<file path="src/rtl/ddr_frame_reader.sv">
// ddr_frame_reader: Avalon-MM burst read master that streams one frame
// line per request from SDRAM, with SOL/EOL/SOF/EOF pixel markers.
module ddr_frame_reader #(
  parameter int ADDR_W          = 30,
  parameter int DATA_W          = 32,
  parameter int PIX_W           = 24,
  parameter int BURST_LEN       = 80,
  parameter int BURSTS_PER_LINE = 16,
  parameter int LINES           = 720,
  parameter int MAX_OUTSTANDING = 2
) (
  input  logic              clk_100,
  input  logic              reset,
  input  logic              start,
  input  logic [ADDR_W-1:0] base_addr,
  input  logic [ADDR_W-1:0] line_stride,
  input  logic              continuous,
  input  logic              line_request,
  output logic              frame_buffer_ready,
  output logic              busy,
  output logic              line_done,
  output logic              frame_done,
  output logic              req_overrun,
  output logic [PIX_W-1:0]  pix_data,
  output logic              pix_valid,
  output logic              pix_sol,
  output logic              pix_eol,
  output logic              pix_sof,
  output logic              pix_eof,
  output logic              avm_read,
  output logic [ADDR_W-1:0] avm_address,
  output logic [7:0]        avm_burstcount,
  input  logic              avm_waitrequest,
  input  logic [DATA_W-1:0] avm_readdata,
  input  logic              avm_readdatavalid
);
  localparam int LINE_BEATS = BURST_LEN * BURSTS_PER_LINE;
  localparam int OW = $clog2(MAX_OUTSTANDING + 1);
  localparam int BW = $clog2(BURSTS_PER_LINE + 1);
  localparam int LW = $clog2(LINES + 1);
  localparam int KW = $clog2(LINE_BEATS + 1);

  localparam logic [OW-1:0] MAX_O  = OW'(MAX_OUTSTANDING);
  localparam logic [OW-1:0] ONE_O  = OW'(1);
  localparam logic [BW-1:0] LAST_B = BW'(BURSTS_PER_LINE - 1);
  localparam logic [BW-1:0] ONE_B  = BW'(1);
  localparam logic [LW-1:0] LAST_L = LW'(LINES - 1);
  localparam logic [LW-1:0] ONE_L  = LW'(1);
  localparam logic [KW-1:0] LAST_K = KW'(LINE_BEATS - 1);
  localparam logic [KW-1:0] ONE_K  = KW'(1);
  localparam logic [7:0]    LAST_W = 8'(BURST_LEN - 1);
  localparam logic [ADDR_W-1:0] B_STEP = ADDR_W'(BURST_LEN);

  typedef enum logic [2:0] {
    S_IDLE, S_WAIT, S_ISSUE, S_DRAIN, S_END
  } state_t;

  state_t state_q, state_d;
  logic [ADDR_W-1:0] base_q, base_d;
  logic [ADDR_W-1:0] stride_q, stride_d;
  logic [ADDR_W-1:0] line_addr_q, line_addr_d;
  logic [ADDR_W-1:0] burst_addr_q, burst_addr_d;
  logic              cont_q, cont_d;
  logic [LW-1:0]     line_idx_q, line_idx_d;
  logic [BW-1:0]     burst_idx_q, burst_idx_d;
  logic [7:0]        wbeat_q, wbeat_d;
  logic [KW-1:0]     kbeat_q, kbeat_d;
  logic [OW-1:0]     outst_q, outst_d;
  logic              pend_q, pend_d;
  logic              ovr_q, ovr_d;
  logic              fbr_q, fbr_d;
  logic              full_q, full_d;
  logic              ld_q, ld_d;
  logic              fd_q, fd_d;
  logic              pv_q, pv_d;
  logic [PIX_W-1:0]  pd_q, pd_d;
  logic              sol_q, sol_d;
  logic              eol_q, eol_d;
  logic              sof_q, sof_d;
  logic              eof_q, eof_d;

  logic              accept;
  logic              rd_ok;
  logic              burst_end;
  logic              consume;
  logic              last_k;
  logic [DATA_W-1:0] unused_rd;

  assign unused_rd = avm_readdata;

  assign avm_read = (state_q == S_ISSUE) && (outst_q < MAX_O);
  assign avm_address = burst_addr_q;
  assign avm_burstcount = 8'(BURST_LEN);

  assign accept = avm_read && !avm_waitrequest;
  // Beats with nothing outstanding belong to no burst of ours.
  assign rd_ok = avm_readdatavalid && (outst_q != '0);
  assign burst_end = rd_ok && (wbeat_q == LAST_W);
  assign consume = (state_q == S_WAIT) && pend_q;
  assign last_k = (kbeat_q == LAST_K);

  always_comb begin
    state_d      = state_q;
    base_d       = base_q;
    stride_d     = stride_q;
    cont_d       = cont_q;
    line_addr_d  = line_addr_q;
    burst_addr_d = burst_addr_q;
    line_idx_d   = line_idx_q;
    burst_idx_d  = burst_idx_q;
    wbeat_d      = wbeat_q;
    kbeat_d      = kbeat_q;
    outst_d      = outst_q;
    ovr_d        = ovr_q;
    fbr_d        = fbr_q || start;
    full_d       = full_q;
    ld_d         = 1'b0;
    fd_d         = 1'b0;
    pv_d         = rd_ok;
    pd_d         = pd_q;
    sol_d        = 1'b0;
    eol_d        = 1'b0;
    sof_d        = 1'b0;
    eof_d        = 1'b0;

    pend_d = 1'b0;
    if (state_q != S_IDLE) begin
      pend_d = (pend_q && !consume) || line_request;
      if (line_request && pend_q && !consume)
        ovr_d = 1'b1;
    end

    unique case ({accept, burst_end})
      2'b10:   outst_d = outst_q + ONE_O;
      2'b01:   outst_d = outst_q - ONE_O;
      default: outst_d = outst_q;
    endcase

    if (rd_ok) begin
      wbeat_d = burst_end ? 8'd0 : wbeat_q + 8'd1;
      kbeat_d = last_k ? '0 : kbeat_q + ONE_K;
      if (last_k)
        full_d = 1'b1;
      pd_d  = avm_readdata[PIX_W-1:0];
      sol_d = (kbeat_q == '0);
      eol_d = last_k;
      sof_d = (kbeat_q == '0) && (line_idx_q == '0);
      eof_d = last_k && (line_idx_q == LAST_L);
    end

    unique case (state_q)
      S_IDLE: begin
        if (start) begin
          state_d     = S_WAIT;
          base_d      = base_addr;
          stride_d    = line_stride;
          cont_d      = continuous;
          line_addr_d = base_addr;
          line_idx_d  = '0;
          ovr_d       = 1'b0;
        end
      end
      S_WAIT: begin
        if (pend_q) begin
          state_d      = S_ISSUE;
          burst_idx_d  = '0;
          burst_addr_d = line_addr_q;
          full_d       = 1'b0;
        end
      end
      S_ISSUE: begin
        if (accept) begin
          burst_idx_d  = burst_idx_q + ONE_B;
          burst_addr_d = burst_addr_q + B_STEP;
          if (burst_idx_q == LAST_B)
            state_d = S_DRAIN;
        end
      end
      S_DRAIN: begin
        if ((outst_q == '0) && full_q)
          state_d = S_END;
      end
      S_END: begin
        ld_d = 1'b1;
        if (line_idx_q == LAST_L) begin
          fd_d        = 1'b1;
          line_idx_d  = '0;
          line_addr_d = base_q;
          state_d     = cont_q ? S_WAIT : S_IDLE;
        end else begin
          line_idx_d  = line_idx_q + ONE_L;
          line_addr_d = line_addr_q + stride_q;
          state_d     = S_WAIT;
        end
      end
      default: state_d = S_IDLE;
    endcase
  end

  always_ff @(posedge clk_100) begin
    if (reset) begin
      state_q      <= S_IDLE;
      base_q       <= '0;
      stride_q     <= '0;
      cont_q       <= 1'b0;
      line_addr_q  <= '0;
      burst_addr_q <= '0;
      line_idx_q   <= '0;
      burst_idx_q  <= '0;
      wbeat_q      <= '0;
      kbeat_q      <= '0;
      outst_q      <= '0;
      pend_q       <= 1'b0;
      ovr_q        <= 1'b0;
      fbr_q        <= 1'b0;
      full_q       <= 1'b0;
      ld_q         <= 1'b0;
      fd_q         <= 1'b0;
      pv_q         <= 1'b0;
      pd_q         <= '0;
      sol_q        <= 1'b0;
      eol_q        <= 1'b0;
      sof_q        <= 1'b0;
      eof_q        <= 1'b0;
    end else begin
      state_q      <= state_d;
      base_q       <= base_d;
      stride_q     <= stride_d;
      cont_q       <= cont_d;
      line_addr_q  <= line_addr_d;
      burst_addr_q <= burst_addr_d;
      line_idx_q   <= line_idx_d;
      burst_idx_q  <= burst_idx_d;
      wbeat_q      <= wbeat_d;
      kbeat_q      <= kbeat_d;
      outst_q      <= outst_d;
      pend_q       <= pend_d;
      ovr_q        <= ovr_d;
      fbr_q        <= fbr_d;
      full_q       <= full_d;
      ld_q         <= ld_d;
      fd_q         <= fd_d;
      pv_q         <= pv_d;
      pd_q         <= pd_d;
      sol_q        <= sol_d;
      eol_q        <= eol_d;
      sof_q        <= sof_d;
      eof_q        <= eof_d;
    end
  end

  assign frame_buffer_ready = fbr_q;
  assign busy        = (state_q != S_IDLE);
  assign line_done   = ld_q;
  assign frame_done  = fd_q;
  assign req_overrun = ovr_q;
  assign pix_valid   = pv_q;
  assign pix_data    = pd_q;
  assign pix_sol     = sol_q;
  assign pix_eol     = eol_q;
  assign pix_sof     = sof_q;
  assign pix_eof     = eof_q;
endmodule

</file>
<file path="config.mk">
export PLATFORM = sky130hd
export DESIGN_NAME = ddr_frame_reader
export DESIGN_NICKNAME = d
export VERILOG_FILES = /design/src/rtl/ddr_frame_reader.sv
export SDC_FILE = /design/constraint.sdc
export NUM_CORES = 1
export LEC_CHECK = 0
export CORE_ASPECT_RATIO = 0.7
export CORE_MARGIN = 1
export CORE_UTILIZATION = 56
export CTS_CLUSTER_SIZE = 28
export DETAILED_ROUTE_END_ITERATION = 16
export PLACE_DENSITY_LB_ADDON = 0.25
export SYNTH_ARGS = -nofsm -noshare
export SYNTH_HDL_FRONTEND = slang
export SYNTH_SLANG_ARGS = --single-unit
</file>
<file path="constraint.sdc">
create_clock -name clk_100 -period 6.3 [get_ports clk_100]
set_input_delay 1.26 -clock clk_100 [delete_from_list [all_inputs] [get_ports clk_100]]
set_output_delay 1.26 -clock clk_100 [all_outputs]
set_load 0.01 [all_outputs]
</file>
==> flow_metrics.env <==
export IMPL_port_buffers=155
export IMPL_rows=40
export IMPL_hold_viol=0
export IMPL_die_area_um2=18400
export IMPL_synth_edf_count=0
export IMPL_grt_use_met2_pct=41.8
export IMPL_yosys_mux_area_fraction_pct=0.301
export IMPL_whs_ps=454
export IMPL_finalNetCount=1540
export IMPL_place_area_um2=11500
export IMPL_routed_wl_mm=26.4
export IMPL_drc=0
export IMPL_drive_gt1_share_pct=5.65
export IMPL_grt_max_degree=121
export IMPL_rsz0062_at_grt="false"
export IMPL_ys_async_sr_fraction_pct=0
export IMPL_crit_fanout=35
export IMPL_fin_crit_sh_pct=60.8
export IMPL_multi_input_area_um2=5630
export IMPL_yosysTopAreaCellShare_pct=39.1
export IMPL_antenna_found_initial=0
export IMPL_start_util_pct=57.6
export IMPL_core_um2=17300
export IMPL_chipWidth_um=162
export IMPL_leakage_nw=4.51
export IMPL_grt_pass1_wl_mm=42.5
export IMPL_ys_seq_area_share_pct=39.1
export IMPL_fmax_mhz=261
export IMPL_cpMostUsedCell="nor2_1"
export IMPL_path_class="reg2out"
export IMPL_clock_path_buffers=2
export IMPL_grt_ovfl_total=0
export IMPL_synth_flop_cell="dfxtp_1"
export IMPL_clock_skew_final_ps=10.9
export IMPL_tightest_slew_ps=1130
export IMPL_yosysTopAreaCell="dfxtp_1"
export IMPL_synth_commonest_cells="nand2_1, dfxtp_1, a21oi_1"
export IMPL_clk_pin_slew_ps=70
export IMPL_globalRouteMet3Util_pct=6.55
export IMPL_htreeDepth=4
export IMPL_vias_per_cell=5.86
export IMPL_diodes=0
export IMPL_synth_compound_area_share_pct=22.8
export IMPL_post_cts_repair_setup_buffers=0
export IMPL_critPathSlowestCell="nand2_1"
export IMPL_crit_required_ps=5040
export IMPL_powerDensity_nw_per_um2=224
export IMPL_synth_simple_area_share_pct=24.2
export IMPL_grt_pass1_vias=8526
export IMPL_tns_ps=0
export IMPL_cts_resized=0
export IMPL_cts_buffers=17
export IMPL_avgSynthCellArea_um2=7.67
export IMPL_cp_data_arrival_time_ps=2570
export IMPL_maxSlewHeadroom_pct=24.4
export IMPL_hp_class="reg2reg"
export IMPL_ys_warnings_count=0
export IMPL_gp_congestion=0.937
export IMPL_slew_violations=0
export IMPL_slowest_delay_ps=640
export IMPL_cts_tree="done"
export IMPL_crit_chain="nor2_1 -> nand2_1 -> nor2_1 -> clkdlybuf4s50_1"
export IMPL_ir_drop_mv=0.164
export IMPL_antenna_left=0
export IMPL_yosysMostFrequentCell="nand2_1"
export IMPL_die_h_um=114
export IMPL_grt_util_met1_pct=42.4
export IMPL_ys_seq_elements=195
export IMPL_grt_busiest_layer="met1"
export IMPL_routedWlPerCell_um=16.0
export IMPL_postCtsHoldBufs=0
export IMPL_status="completed"
export IMPL_dpl_hpwl_mm=18.1
export IMPL_final_cell_area_um2=12000
export IMPL_cts_sinks=195
export IMPL_cts_root_buffer_cell="clkbuf_16"
export IMPL_via_count=9646
export IMPL_cap_viol_max_count=0
export IMPL_finalCriticalPeriod_ps=3830
export IMPL_grt_usage_pct=28.9
export IMPL_seqCellArea_um2=3900
export IMPL_end_kind="output pin"
export IMPL_insertion_delay_ps=440
export IMPL_ios=172
export IMPL_setup_worst_path_start_class="flop"
export IMPL_drt_iter0_drc=903
export IMPL_synth_xor_xnor_area_share_pct=3.77
export IMPL_n_fill_cell=1443
export IMPL_synthToLayoutAreaGrowth_pct=20.7
export IMPL_synth_cells=1301
export IMPL_syn_area_um2=9980
export IMPL_dr_pass1_iters=6
export IMPL_synth_area_top_cells="dfxtp_1, nand2_1, a21oi_1, ha_1, nor2_1"
export IMPL_ys_types=77
export IMPL_p_total_w=0.00270
export IMPL_synth_fa_ha_area_share_pct=4.96
export IMPL_synth_top_family_by_area="simple AND/OR/NAND/NOR gates"
export IMPL_finalSetupViolations=0
-- per-stage QoR --
step	utilization (%)	worst slack [ps]	cells
after floorplan	-	3560	1307
after global placement	66.4	2620	1614
after detailed placement	66.4	2580	1614
after CTS	69.6	2460	1646
after global routing	69.6	2300	1646
final	69.6	2470	1646
-- final cells by class --
type	instances	share of cell area, %
clock buffers	17	3.53
clock inverters	15	1.05
inverters	11	0.343
multi-input cells	1012	46.7
flip-flops and latches	195	32.4
well taps	231	2.40
repair buffers	165	13.5
-- sequential cells by signal, indices dropped and copies added (netlist names), 2 cells and up --
name / cells
wbeat_q: 8
pix_data: 24
line_idx_q: 10
stride_q: 30
avm_address: 30
kbeat_q: 11
state_q: 3
burst_idx_q: 5
outst_q: 2
line_addr_q: 30
base_q: 30
-- cells in the final DEF, fill, tap and decap left out, drive strengths merged, types with 9 or more instances in the layout --
master / count
inv: 18
nand4: 12
a31oi: 17
o21ai: 67
clkbuf: 17
nor3: 31
xor2: 21
nand2: 288
buf: 11
ha: 38
a211oi: 37
clkdlybuf4s50: 154
dfxtp: 195
nor2: 112
a21o: 17
xnor2: 22
a311oi: 9
and3: 15
a21oi: 191
nand3: 38
-- worst max-delay path, delay by kind of cell, from the launching register on --
kind | cells | cell delay (ps)
AND/OR/NAND/NOR | 3 | 1120
buffers and inverters | 1 | 590
flip-flops | 1 | 430
-- metal layers --
| metal | wire, µm | part of all wire (%) |
|---|---|---|
| met5 | 0 | 0 |
| met4 | 327 | 1.2 |
| met3 | 2550 | 9.7 |
| met2 | 11000 | 42 |
| met1 | 12500 | 47 |
-- power breakdown --
| group | internal [W] | switching (W) | leakage, nW | total [W] |
|---|---|---|---|---|
| clock network | 0.000517 | 0.000509 | 0.269 | 0.00103 |
| logic | 0.000152 | 0.000196 | 2.65 | 0.000348 |
| registers | 0.00128 | 0.0000468 | 1.59 | 0.00133 |
| total | 0.00195 | 0.000752 | 4.51 | 0.00270 |
-- final timing paths --
kind	startpoint	to	slack, ps	cells after the start
setup / recovery	state_q[0]	avm_read	2470	4
hold / removal	base_q[17]	base_q[17]	450	2
setup reg to reg	state_q[0]	burst_idx_q[3]	2860	8
hold reg to reg	base_q[17]	base_q[17]	450	2
-- logic make-up after synthesis --
| logic type | Yosys count |
|---|---|
| buf+inv | 100 |
| simple gates | 545 |
| compound gates | 374 |
| fa+ha+maj | 39 |
| other cells | 2 |
| flops | 195 |
| xor+xnor | 43 |
| mux | 3 |
Power figures use the tool's default switching activity.
